<file path="config.mk">
export PLATFORM = sky130hd
export DESIGN_NAME = pwm_capture
export DESIGN_NICKNAME = d
export VERILOG_FILES = /design/src/rtl/pwm_capture.sv
export SDC_FILE = /design/constraint.sdc
export NUM_CORES = 1
export LEC_CHECK = 0
export ABC_AREA = 1
export BUFFER_PORTS_ARGS = -buffer_cell sky130_fd_sc_hd__buf_2
export CAP_MARGIN = 30
export CELL_PAD_IN_SITES_DETAIL_PLACEMENT = 1
export CELL_PAD_IN_SITES_GLOBAL_PLACEMENT = 2
export CORE_UTILIZATION = 39
export DETAILED_ROUTE_END_ITERATION = 8
export GPL_ROUTABILITY_DRIVEN = 1
export PLACE_DENSITY = 0.89
export SLEW_MARGIN = 20
export SYNTH_ARGS = -nofsm -noshare
export SYNTH_HDL_FRONTEND = slang
export SYNTH_SLANG_ARGS = --single-unit
</file>
<file path="constraint.sdc">
create_clock -name clk -period 6.64 [get_ports clk]
set_clock_uncertainty 0.2 [all_clocks]
set_input_delay 1.328 -clock clk [delete_from_list [all_inputs] [get_ports clk]]
set_output_delay 1.328 -clock clk [all_outputs]
set_load 0.1 [all_outputs]
</file>
<file path="src/rtl/pwm_capture.sv">
// Servo PWM decoder: measures the high time of pwm_in and maps it onto position 0..125.
// Latency: result strobes 24 cycles after the synchronized falling edge (restoring divide, 23 steps).
// Backpressure: none; a falling edge that arrives while the divider is busy is dropped.
module pwm_capture #(
   parameter int unsigned PERIOD_CYCLES = 1_000_000,
   parameter int unsigned MIN_PULSE     = 75_000,
   parameter int unsigned MAX_PULSE     = 130_000,
   parameter int unsigned LOST_CYCLES   = 2_000_000
) (
   input  logic        clk,
   input  logic        rst_n,
   input  logic        pwm_in,
   output logic [19:0] pulse_width,
   output logic [7:0]  position,
   output logic        valid,
   output logic        range_err,
   output logic        lost
);

   localparam int unsigned WW = 20;
   localparam int unsigned NW = 23;
   localparam int unsigned LW = $clog2(LOST_CYCLES + 1);

   localparam logic [WW-1:0] MIN_W   = WW'(MIN_PULSE);
   localparam logic [WW-1:0] MAX_W   = WW'(MAX_PULSE);
   localparam logic [WW-1:0] DEN_W   = WW'(MAX_PULSE - MIN_PULSE);
   localparam logic [WW-1:0] CNT_MAX = '1;
   localparam logic [LW-1:0] LOST_W  = LW'(LOST_CYCLES);
   localparam logic [4:0]    LAST_IT = 5'(NW - 1);

   // The pulse window must fit inside a frame and a frame inside the loss timeout.
   localparam bit PARAMS_OK = (MIN_PULSE < MAX_PULSE) && (MAX_PULSE < PERIOD_CYCLES) &&
                              (PERIOD_CYCLES < LOST_CYCLES);

   typedef enum logic [1:0] {WAIT_LOW, WAIT_RISE, HIGH} meas_state_t;
   typedef enum logic [1:0] {IDLE, DIVIDE, DONE}        div_state_t;

   meas_state_t    meas_state, meas_next;
   div_state_t     div_state, div_next;

   logic           sync1, s, s_prev;
   logic           rise, fall;
   logic           meas_load, meas_inc, meas_end;
   logic [WW-1:0]  hi_cnt;
   logic [LW-1:0]  lost_cnt;

   logic           div_start, div_step, div_last;
   logic [WW-1:0]  w_q;
   logic           err_q, sat_q;
   logic [NW-1:0]  quo;
   logic [WW-1:0]  rem, rem_next;
   logic [WW:0]    rem_shift;
   logic           q_bit;
   logic [4:0]     iter;

   logic           below, above;
   logic [WW-1:0]  diff;
   logic [NW-1:0]  num_load;

   param_sanity: assert property (@(posedge clk) PARAMS_OK);

   // Two-flop synchronizer plus history flop; all preset high so a line already high is no edge.
   always_ff @(posedge clk or negedge rst_n) begin
      if (!rst_n) begin
         sync1  <= 1'b1;
         s      <= 1'b1;
         s_prev <= 1'b1;
      end else begin
         sync1  <= pwm_in;
         s      <= sync1;
         s_prev <= s;
      end
   end

   assign rise = s & ~s_prev;
   assign fall = ~s & s_prev;

   // Measurement FSM state register.
   always_ff @(posedge clk or negedge rst_n) begin
      if (!rst_n) meas_state <= WAIT_LOW;
      else        meas_state <= meas_next;
   end

   // Measurement FSM next state: only a full low-high-low sequence is measured.
   always_comb begin
      meas_next = meas_state;
      case (meas_state)
         WAIT_LOW:  if (!s)   meas_next = WAIT_RISE;
         WAIT_RISE: if (rise) meas_next = HIGH;
         HIGH:      if (fall) meas_next = WAIT_RISE;
         default:             meas_next = WAIT_LOW;
      endcase
   end

   // Measurement FSM outputs: counter load/increment and end-of-pulse event.
   always_comb begin
      meas_load = (meas_state == WAIT_RISE) && rise;
      meas_inc  = (meas_state == HIGH) && s;
      meas_end  = (meas_state == HIGH) && fall;
   end

   // High-time counter: starts at 1 in the rise cycle, saturates instead of wrapping.
   always_ff @(posedge clk or negedge rst_n) begin
      if (!rst_n)                          hi_cnt <= '0;
      else if (meas_load)                  hi_cnt <= WW'(1);
      else if (meas_inc && hi_cnt != CNT_MAX) hi_cnt <= hi_cnt + WW'(1);
   end

   // Loss timer: counts cycles since the last rise, parks at the timeout value.
   always_ff @(posedge clk or negedge rst_n) begin
      if (!rst_n)                 lost_cnt <= '0;
      else if (rise)              lost_cnt <= LW'(1);
      else if (lost_cnt != LOST_W) lost_cnt <= lost_cnt + LW'(1);
   end

   assign lost = (lost_cnt == LOST_W);

   // Clamp the measured width and form the 23-bit dividend (zero when out of range).
   always_comb begin
      below    = (hi_cnt < MIN_W);
      above    = (hi_cnt > MAX_W);
      diff     = hi_cnt - MIN_W;
      num_load = (below || above) ? '0 : NW'(diff) * NW'(125);
   end

   // Divider FSM state register.
   always_ff @(posedge clk or negedge rst_n) begin
      if (!rst_n) div_state <= IDLE;
      else        div_state <= div_next;
   end

   // Divider FSM next state: accept only when idle, 23 steps, one result cycle.
   always_comb begin
      div_next = div_state;
      case (div_state)
         IDLE:    if (meas_end)        div_next = DIVIDE;
         DIVIDE:  if (iter == LAST_IT) div_next = DONE;
         DONE:                         div_next = IDLE;
         default:                      div_next = IDLE;
      endcase
   end

   // Divider FSM outputs and the strobes seen by the outside world.
   always_comb begin
      div_start = (div_state == IDLE) && meas_end;
      div_step  = (div_state == DIVIDE);
      div_last  = div_step && (iter == LAST_IT);
      valid     = (div_state == DONE);
      range_err = (div_state == DONE) && err_q;
   end

   // One restoring step: shift in the next dividend bit, subtract if it fits.
   always_comb begin
      rem_shift = {rem, quo[NW-1]};
      q_bit     = (rem_shift >= {1'b0, DEN_W});
      rem_next  = q_bit ? WW'(rem_shift - {1'b0, DEN_W}) : rem_shift[WW-1:0];
   end

   // Divider datapath: dividend shifts out the top while quotient bits enter the bottom.
   always_ff @(posedge clk or negedge rst_n) begin
      if (!rst_n) begin
         w_q   <= '0;
         err_q <= 1'b0;
         sat_q <= 1'b0;
         quo   <= '0;
         rem   <= '0;
         iter  <= '0;
      end else if (div_start) begin
         w_q   <= hi_cnt;
         err_q <= below | above;
         sat_q <= above;
         quo   <= num_load;
         rem   <= '0;
         iter  <= '0;
      end else if (div_step) begin
         quo   <= {quo[NW-2:0], q_bit};
         rem   <= rem_next;
         iter  <= iter + 5'd1;
      end
   end

   // Result registers change only on the final divide step, so they hold between strobes.
   always_ff @(posedge clk or negedge rst_n) begin
      if (!rst_n) begin
         pulse_width <= '0;
         position    <= '0;
      end else if (div_last) begin
         pulse_width <= w_q;
         position    <= sat_q ? 8'd125 : {quo[6:0], q_bit};
      end
   end

endmodule
</file>
# Word-level counts from Yosys, hierarchy flattened
# Cells that the tools add are included.
[word_totals] out_inout_bits=31 word_cells=77 input_bits=3 reg_bits=146
[classes] bitwise=5 n_lt_le_gt_ge=3 multipliers=1 eq_ne=13 muxes=20 reduce_logical=15 add_sub_neg=5
[op_table] op="two-way mux 20 bit" count=5
[op_table] op="two-way mux 23 bit" count=3
[op_table] op="two-way mux 21 bit" count=2
[op_table] op="multiplier 20 x 7 -> 23 bit (second input constant)" count=1
[op_table] op="adder 21 x 1 -> 21 bit (second input constant)" count=1
[op_table] op="equality test 21 bit (second input constant)" count=1
[op_table] op="greater-or-equal comparator 21 x 16 -> 1 bit (second input constant)" count=1
[op_table] op="!= test 21 bit (second input constant)" count=1
[op_table] op="adder 20 x 1 -> 20 bit (second input constant)" count=1
[op_table] op="greater-than comparator 20 x 17 -> 1 bit (second input constant)" count=1
[op_table] op="< comparator 20 x 17 -> 1 bit (second input constant)" count=1
[op_table] op="!= test 20 bit (second input constant)" count=1
[op_table] op="subtractor 20 x 16 -> 20 bit (second input constant)" count=1
[op_table] op="subtractor 20 x 17 -> 20 bit (second input constant)" count=1
[op_table] op="two-way mux 2 bit" count=5
[op_table] op="two-way mux 5 bit" count=2
[op_table] op="two-way mux 8 bit" count=1
[op_table] op="!= test 2 bit (second input constant)" count=4
[op_table] op="logical AND 1 bit" count=7
[op_table] op="case mux 2 bit (3 select lines)" count=1
[op_table] op="nonzero test 2 bit" count=3
[op_table] op="adder 5 x 1 -> 5 bit (second input constant)" count=1
[op_table] op="equality test 5 bit (second input constant)" count=1
[op_table] op="equality test 2 x 1 -> 1 bit (second input constant)" count=2
[op_table] op="10 further kinds" count=14

# Logic depth before layout (Yosys ltp)
# Gate-level depths: netlist (run 1).
[logic_depth] word_depth=5 depth_mapped=31

# Worst setup path after synthesis (run 1)
# OpenSTA, ideal clock, no wires.
[synth_timing] path_kind="reg2reg" startpoint="reg hi_cnt[4]" endpoint="reg quo[21]" setup_ns=0.124 path_stages_with_launch=28 arrival_ns=5.339 period_less_slack_ns=5.663 slack_ns=0.977 n_path_buf=0 t_required_ns=6.316 cell_sequence="dfrtp_1 -> ha_1 -> nand2_1 -> nor2_1 -> nand2_1 -> nand2_1 -> nor2_1 -> nor2_1 -> nor2_1 -> xor2_1 -> inv_1 -> fa_1 -> inv_1 -> fa_1 -> inv_1 -> fa_1 -> inv_1 -> fa_1 -> inv_1 -> ha_1 -> inv_1 -> nor3_1 -> nor3b_1 -> nand4_1 -> nand3_1 -> nand2_1 -> nand3_2 -> a21oi_2"
[synth_between] elab_chain_len=4 word_cells_on_any_way=7
[synth_lines] element="start, declared" line_no="44" rtl="logic [WW-1:0] hi_cnt;"
[synth_lines] element="start signal, assigned" line_no="106" rtl="else if (meas_inc && hi_cnt != CNT_MAX) hi_cnt <= hi_cnt + WW'(1);"
[synth_lines] element="subtractor 20 x 17 -> 20 bit, or another cell as far along" line_no="122" rtl="diff = hi_cnt - MIN_W;"
[synth_lines] element="multiplier 20 x 7 -> 23 bit / logical OR 1 bit (equally long branches)" line_no="123" rtl="num_load = (below || above) ? '0 : NW'(diff) * NW'(125);"
[synth_lines] element="two-way mux 23 bit (*)" line_no="123"
[synth_lines] element="two-way mux 23 bit (*)" line_no="168" rtl="end else if (div_start) begin"
[synth_lines] element="end signal, assigned" line_no="172" rtl="quo <= num_load;"
[synth_lines] element="end signal, assigned" line_no="176" rtl="quo <= {quo[NW-2:0], q_bit};"
[synth_lines] element="end, declared" line_no="50" rtl="logic [NW-1:0] quo;"
# Mark *: on every way between the ends. The rest lies on a longest branch, timed or not.
# A chain may end at the register's enable or synchronous reset.

# Worst setup path after layout (run 1)
# Ends and elaborated chain as after synthesis.

==> results.txt, run 1 <==
The flow ran to the end, and the final reports show no timing, DRC or antenna violations. The final number of hold-violating endpoints is 0. The aggregate routed wire length came out at 27.1 mm. The number of slew-limit violations in the final report is 0. For the final routed database, the setup TNS stands at 0 ns. The largest incremental delay on the critical path is 0.55 ns. The root buffer cell chosen for the clock tree is clkbuf_16. The first-pass iteration count of the detailed router is 4. The fraction of power spent switching nets came out at 43.0%.

The level count of the clock H-tree is 4. Sequential cells were found to cover 35.2% of the synthesized design area. The wire length of the first global-routing pass came out at 46.5 mm. The row count came out at 59. The internal cell power is 2280 µW. The worst-margin pin slew came out at 0.624 ns.

For the finished layout, the period the worst path requires is 6.12 ns. The cell that appears most often on the critical path is inv_1. After clock tree synthesis, the clock-pin slew on the worst setup and hold paths is 0.08 ns. The number of cells in the design after placement is 1640. The initial DRC count is 454. The total power consumption of the routed design is 4000 µW. Measured against its own limit, the worst slew margin works out to 58.3%. VDD sags by at most 0.215 mV. The vias per cell came out at 5.17. The initial antenna violation count came out at 0. The critical path is of the reg -> reg type. The CTS tree is done.

Once layout is complete, the cells apart from fillers number 1673. The netlist area before placement is 10400 µm². The number of buffers added to fix hold violations after cts is 0.

The worst hold path belongs to the class reg -> reg. Dividing the final minimum period by the clock period gives 92.1%. Measured along the y axis, the die boundary spans 165 µm.

The total congestion overflow after global routing came out at 0. The share of total power dissipated in combinational logic is 43.9%. The worst setup path is captured at a register. The fmax came out at 0.164 GHz. The arrival time of the worst setup path is 6.27 ns. The number of flip-flops and latches in the synthesized netlist is 146. The post-synthesis to final-layout area growth is 11.3%. Synthesis instantiated 46 different standard cells from the library.

The post-route worst hold slack is 0.156 ns. Setup repair after global routing left no endpoint under its margin. The all-layer global routing usage came out at 21.6%. The count of synthesis-stage warnings from yosys is 0. The reported leakage power is 0.00545 µW. The synthesized instance count came out at 1296. The number of buffers added for setup after CTS is 0.

The clock network fraction of design power came out at 25.2%. The insertion delay of the later-clocked pin in the worst-skew pair came out at 0.45 ns. The routability congestion estimate is 0.869. The via count of the first global-routing pass is 9376. The pin count of the biggest net entering global routing is 74.

The floorplan step defined a core boundary enclosing 26100 µm². STA classifies the critical path startpoint as a register. Across all layers, the routed design uses 8651 vias. The critical-path maximum fanout came out at 9.

The slowest stage of the critical path is the fa_1 cell. Dividing total power by cell area gives a power density of 346 nW/µm². The synthesized area per cell came out at 8.01 µm².

Once detail routing completed, the nets flagged for antenna violations numbered 0. The maximum clock insertion buffer count is 2. The data required time of the worst path came out at 6.80 ns. The quantity of gates resized following cts came out at 0. The detailed placer's ending HPWL came out at 20.4 mm. The overall die width is 165 µm.

For this design the top-level I/O count stands at 34. The number of nets handed over by synthesis was 1407. The starting density of the core is 39.8%.

The total number of nets in the final design is 1436. The tree built by TritonCTS fans out to 146 sinks. The proportion of layout cells with a drive suffix above 1 is 10.2%. The number of buffers added on ports is 33.

Per report_power, the sequential group accounts for 30.9% of the total. The number of remaining DRC errors is 0. The die covers 27300 µm². The average detailed-routed wire length per instance is 16.2 µm.

The total setup violations reported at the end of the flow came out at 0. The number of buffers created by CTS is 17. Summed over all nets, the switching power comes to 1720 µW.

The tool flagged a number of max-cap violations equal to 0. The antenna diode count is 0.
[cell usage after synthesis, drive strengths merged]
master | number | area share, %
o31ai | 3 | 0.22
inv | 220 | 8.0
or2 | 9 | 0.54
nor3b | 1 | 0.072
nand2 | 234 | 8.5
a22oi | 7 | 0.80
dfrtp | 143 | 34
o21ai | 137 | 6.6
o211ai | 2 | 0.14
buf | 14 | 0.96
a31oi | 2 | 0.12
nand3 | 74 | 4.0
dfstp | 3 | 0.76
o2111a | 1 | 0.11
xnor2 | 12 | 1.0
nand4 | 20 | 1.2
clkbuf | 22 | 0.80
nor4 | 8 | 0.63
nor2 | 112 | 4.2
o21bai | 3 | 0.22
nor3 | 19 | 0.96
a221oi | 2 | 0.17
o22ai | 9 | 0.54
xor2 | 23 | 2.1
a21o | 2 | 0.14
o21a | 6 | 0.43
fa | 56 | 11
nor4b | 1 | 0.084
and2 | 2 | 0.12
a21oi | 97 | 5.0
ha | 52 | 6.3
[critical path, delay by kind of cell (launching register included)]
kind / cells / cell delay, ns
AOI/OAI and AO/OA: 1 / 0.13
buffers and inverters: 7 / 0.56
xor gates and xnor gates: 1 / 0.15
and+or+nand+nor: 12 / 1.79
adders and majority gates: 6 / 2.72
DFF: 1 / 0.46
[power by group through the flow]
| stage | Combinational [µW] | Clock, µW | Sequential [µW] |
|---|---|---|---|
| 6_report | 1750 | 1010 | 1230 |
| 2_1_floorplan | 1250 | 0 | 1260 |
| 5_1_grt | 2000 | 1060 | 1260 |
| 4_1_cts | 1760 | 1030 | 1230 |
| 3_3_place_gp | 1660 | 0 | 1240 |
| 3_5_place_dp | 1730 | 0 | 1240 |
[through the flow]
| stage | area, µm² | setup WS (ns) | util [%] |
|---|---|---|---|
| CTS | 11500 | 0.386 | 44.3 |
| detailed placement | 10900 | 0.458 | 42.0 |
| global placement | 10900 | 0.623 | 41.6 |
| global route | 11600 | 0.109 | 44.3 |
| floorplan | 10400 | 0.977 | - |
| finish | 11600 | 0.525 | 44.3 |
[sequential cells by signal, summed over array words and instances, names as in the netlist, 5 cells and up]
| register | flops |
|---|---|
| rem | 20 |
| lost_cnt | 21 |
| iter | 5 |
| w_q | 20 |
| quo | 23 |
| pulse_width | 20 |
| hi_cnt | 20 |
| position | 8 |
[layout by cell type (no fill, tap or decap), types with 3 or more instances in the layout]
cell type / instances
o22ai_1: 9
ha_1: 52
nor2_2: 6
nand4_1: 20
xor2_1: 21
buf_8: 3
o21ai_1: 6
xnor2_1: 12
buf_4: 8
nand2_1: 231
buf_2: 32
inv_1: 214
nand3_1: 65
nand3_2: 9
inv_6: 6
fa_1: 56
o31ai_1: 3
dfrtp_1: 142
a21oi_1: 87
o21ai_0: 130
a21oi_2: 10
o21a_1: 6
nor2_1: 106
o21bai_1: 3
a22oi_2: 6
clkbuf_16: 17
dfstp_2: 3
nand2_2: 3
inv_2: 6
nor4_1: 7
nor3_1: 18
or2_2: 9
[cell families (layout without fill, tap and decap cells)]
logic type / after synthesis / in the layout / synth area share, %
XOR/XNOR: 35 / 35 / 3.10
flip-flops: 146 / 146 / 35.2
AO/OA/AOI/OAI: 271 / 271 / 14.6
buffers and inverters: 256 / 298 / 9.71
AND/OR/NAND/NOR: 480 / 480 / 20.3
adder cells (fa/ha/maj): 108 / 108 / 17.1
[area by class of cell]
| class | count | area [µm²] |
|---|---|---|
| well taps | 335 | 419 |
| repair buffers | 46 | 332 |
| fillers | 3150 | 14500 |
| clock inverters | 14 | 169 |
| inverters | 220 | 826 |
| multi-input cells | 894 | 5720 |
| flip-flops and latches | 146 | 3660 |
| clock buffers | 18 | 429 |
[metal layers]
metal / track usage, % / part of all wire, %
met3: 2.62 / 2.0
met5: 0 / 0
met1: 28.0 / 48
met4: 5.21 / 0.81
met2: 37.9 / 49
[worst paths after layout]
kind	from	end	slack (ns)	cells past startpoint
min reg2reg	sync1$_DFF_PN1_	s$_DFF_PN1_	0.16	0
min in group asynchronous	rst_n	lost_cnt[7]$_DFFE_PN0P_	0.56	1
max	hi_cnt[4]$_DFFE_PN0P_	quo[21]$_DFFE_PN0P_	0.52	27
min	sync1$_DFF_PN1_	s$_DFF_PN1_	0.16	0
max in group asynchronous	rst_n	hi_cnt[15]$_DFFE_PN0P_	4.81	2
max reg2reg	hi_cnt[4]$_DFFE_PN0P_	quo[21]$_DFFE_PN0P_	0.52	27
(Power assumes the default switching activity.)
==> inputs of run 2 (changes only) <==
- PLACE_DENSITY: 0.89 -> not set
- PLACE_DENSITY_LB_ADDON: not set -> 0.1
==> run 2 against run 1 <==
Net effect: cell count stayed put; critical path depth unchanged; critical path type unchanged; setup slack gained 0.046 ns; design area fell by 0.65%; worst hold slack hardly changed.
==> results.txt, run 2 (same netlist as run 1, synthesis figures left out) <==
Outcome: complete, no violations (unchanged). The startpoint type of the worst setup path is a register (unchanged). The end point of the worst hold path is s$_DFF_PN1_ (unchanged). The worst-margin pin slew came out at 0.832 ns (was 0.624 ns).

The total congestion overflow after global routing came out at 0 (unchanged). The reg-to-reg critical path endpoint is quo[21]$_DFFE_PN0P_ (unchanged). The total number of nets in the final design came out at 1436 (unchanged).

The initial antenna violation count came out at 0 (unchanged). The number of primary I/O pins is 34 (unchanged). The fmax is 0.165 GHz (was 0.164 GHz). The row count is 59 (unchanged).

The CTS tree was done (unchanged). The classification of the worst setup path is reg -> reg (unchanged). The setup TNS after final layout came out at 0 ns (unchanged). The all-layer global routing usage came out at 21.4% (was 21.6%). The overall die width came out at 165 µm (unchanged). The level count of the clock H-tree came out at 4 (unchanged). The category of the worst setup path capture point is a register (unchanged). The die area is 27300 µm² (unchanged). The pin count of the biggest net entering global routing came out at 88 (was 74). The share of total power in combinational logic was 43.9% (about the same). Unrepaired setup endpoints after global routing: false (unchanged). The peak supply drop came out at 0.269 mV (was 0.215 mV). The total via count in the routed design is 8595 (was 8651).

The final worst-path setup slack came out at 0.571 ns (was 0.525 ns). The via count of the first global-routing pass is 9086 (was 9376). The count of filler cells inserted in the layout is 3190 (was 3150).

The top register by number of flip-flops is quo (unchanged). The count of clock tree sinks is 146 (unchanged). The final number of hold-violating endpoints came out at 0 (unchanged).

The areal power density over the cells is 341 nW/µm² (was 346 nW/µm²). The first-pass iteration count of the detailed router is 4 (unchanged). The number of remaining DRC errors is 0 (unchanged). The initial DRC count came to 486 (was 454). The number of buffers added for setup after CTS was 0 (unchanged). The post-route antenna net violation count was 0 (unchanged). The startpoint of the most critical hold path is sync1$_DFF_PN1_ (unchanged).

The maximum clock insertion buffer count is 2 (unchanged). The switching power total came out at 1680 µW (was 1720 µW). The number of max-cap violations is 0 (unchanged). Largest registers: quo (23), lost_cnt (21) (unchanged). The number of flip-flops in the largest register is 23 (unchanged).

The internal cell power is 2230 µW (was 2280 µW). The area of placed instances came out at 10900 µm² (about the same). The detailed placer's ending HPWL came out at 20.6 mm (was 20.4 mm). The post-route fraction of the period consumed by the critical path came to 91.4% (was 92.1%). The cell at the root of the clock tree was clkbuf_16 (unchanged). The reported leakage power came out at 0.00542 µW (was 0.00545 µW). The starting density of the core came out at 39.8% (unchanged). The fraction of power spent switching nets is 43.0% (about the same).

The number of buffers added to fix hold violations after cts is 0 (unchanged). The number of slew-limit violations in the final report is 0 (unchanged). The arrival time of the worst setup path is 6.23 ns (was 6.27 ns).

The insertion delay of the later-clocked pin in the worst-skew pair is 0.44 ns (was 0.45 ns). The final design area excluding fillers came to 11500 µm² (was 11600 µm²). The routability congestion estimate is 0.840 (was 0.869).

The post-route worst hold slack came out at 0.156 ns (about the same). The aggregate routed wire length is 27.2 mm (was 27.1 mm). The clock transition at the registers of the reported paths is 0.07 ns (was 0.08 ns). The number of buffers created by CTS came out at 17 (unchanged). The data required time of the worst path came out at 6.80 ns (about the same). The proportion of layout cells with a drive suffix above 1 is 10.0% (was 10.2%). The post-synthesis to final-layout area growth came to 10.6% (was 11.3%). The number of buffers added on ports came out at 33 (unchanged). The register-to-register path setup slack was 0.57 ns (was 0.52 ns).

The minimum clock period after layout is 6.07 ns (was 6.12 ns). The average detailed-routed wire length per instance came out at 16.3 µm (was 16.2 µm). The quantity of gates resized following cts was 0 (unchanged). The worst hold-check path type is reg -> reg (unchanged). The critical-path maximum fanout was 4 (was 9). The utilization of the core after routing is 44.1% (was 44.3%). The antenna diode count came out at 0 (unchanged). The clock network fraction of design power was 24.7% (was 25.2%). The launch point of the worst reg-to-reg path is hi_cnt[3]$_DFFE_PN0P_ (was hi_cnt[4]$_DFFE_PN0P_). The vias per cell came out at 5.14 (was 5.17). The wire length of the first global-routing pass is 45.9 mm (was 46.5 mm).

The worst slack at placement came out at 0.609 ns (was 0.458 ns). The worst-case headroom to the max-slew limit came out at 44.5% (was 58.3%). The area of the core region is 26100 µm² (unchanged). The logic depth of the worst register-to-register path came out at 27 (unchanged). The cell depth of the worst min-delay path came out at 0 (unchanged). The total setup violations reported at the end of the flow came out at 0 (unchanged).

The vertical extent of the die came out at 165 µm (unchanged). The portion of total power attributed to sequential cells came out at 31.4% (was 30.9%). Most frequent cells in the layout: nand2_1 (231), inv_1 (214), dfrtp_1 (143), o21ai_0 (130), nor2_1 (106) (was nand2_1 (231), inv_1 (214), dfrtp_1 (142), o21ai_0 (130), nor2_1 (106)). The commonest non-fill, non-tap cell in the layout is nand2_1 (unchanged).
[run 2: how the worst max path moves through the flow]
| stage | startpoint | to | slack (ns) |
|---|---|---|---|
| 3_3_place_gp | hi_cnt[3]$_DFFE_PN0P_ | quo[21]$_DFFE_PN0P_ | 0.82 |
| 4_1_cts | hi_cnt[3]$_DFFE_PN0P_ | quo[21]$_DFFE_PN0P_ | 0.55 |
| 2_1_floorplan | hi_cnt[4]$_DFFE_PN0P_ | quo[21]$_DFFE_PN0P_ | 0.98 |
| 3_5_place_dp | hi_cnt[3]$_DFFE_PN0P_ | quo[21]$_DFFE_PN0P_ | 0.61 |
| 6_report | hi_cnt[3]$_DFFE_PN0P_ | quo[21]$_DFFE_PN0P_ | 0.57 |
| 5_1_grt | hi_cnt[3]$_DFFE_PN0P_ | quo[21]$_DFFE_PN0P_ | 0.02 |
[run 2: area by class of cell]
cell class                      instances  area (µm²)  area share [%]
Sequential cell                       146        3660            31.9
Timing Repair Buffer                   46         292            2.54
Inverter                              220         826            7.19
Clock inverter                         13         126            1.10
Tap cell                              335         419            3.65
Multi-Input combinational cell        894        5720            49.8
Clock buffer                           19         443            3.86
[run 2: through the flow]
stage	instances	total power, µW
floorplan	1296	2500
global placement	1638	2930
detailed placement	1640	2980
CTS	1672	3980
global route	1673	4270
finish	1673	3910
[run 2: layer usage]
metal	global-route usage [%]	part of all wire [%]	routed length [µm]	vias to the layer above
met2	36.9	49	13300	77
met5	0	0	0	-
met3	2.85	2.1	582	22
met1	28.4	48	13100	4254
met4	4.59	0.93	252	0
li1	-	-	-	4242
[run 2: worst max-delay path, stage by stage, from the launching register on]
cell	delay (ns)
dfrtp_1	0.35
ha_1	0.24
nand2_1	0.13
nor2_1	0.26
nand2_1	0.11
nand2_1	0.14
nor2_1	0.05
nor2_1	0.12
nor2_1	0.08
xor2_1	0.15
buf_4	0.15
inv_1	0.11
fa_1	0.57
inv_1	0.06
fa_1	0.53
inv_1	0.05
fa_1	0.52
inv_1	0.05
fa_1	0.52
inv_1	0.04
ha_1	0.34
inv_1	0.09
nor3_1	0.22
nor3b_1	0.34
nand4_1	0.18
nand4_1	0.16
nand3_2	0.08
a21oi_2	0.13
[run 2: power by group through the flow]
stage	combinational, µW	clock, µW	sequential (µW)
after floorplan	1250	0	1260
after global placement	1690	0	1240
after detailed placement	1740	0	1240
after CTS	1750	1000	1230
after global routing	1980	1030	1260
final	1720	968	1230
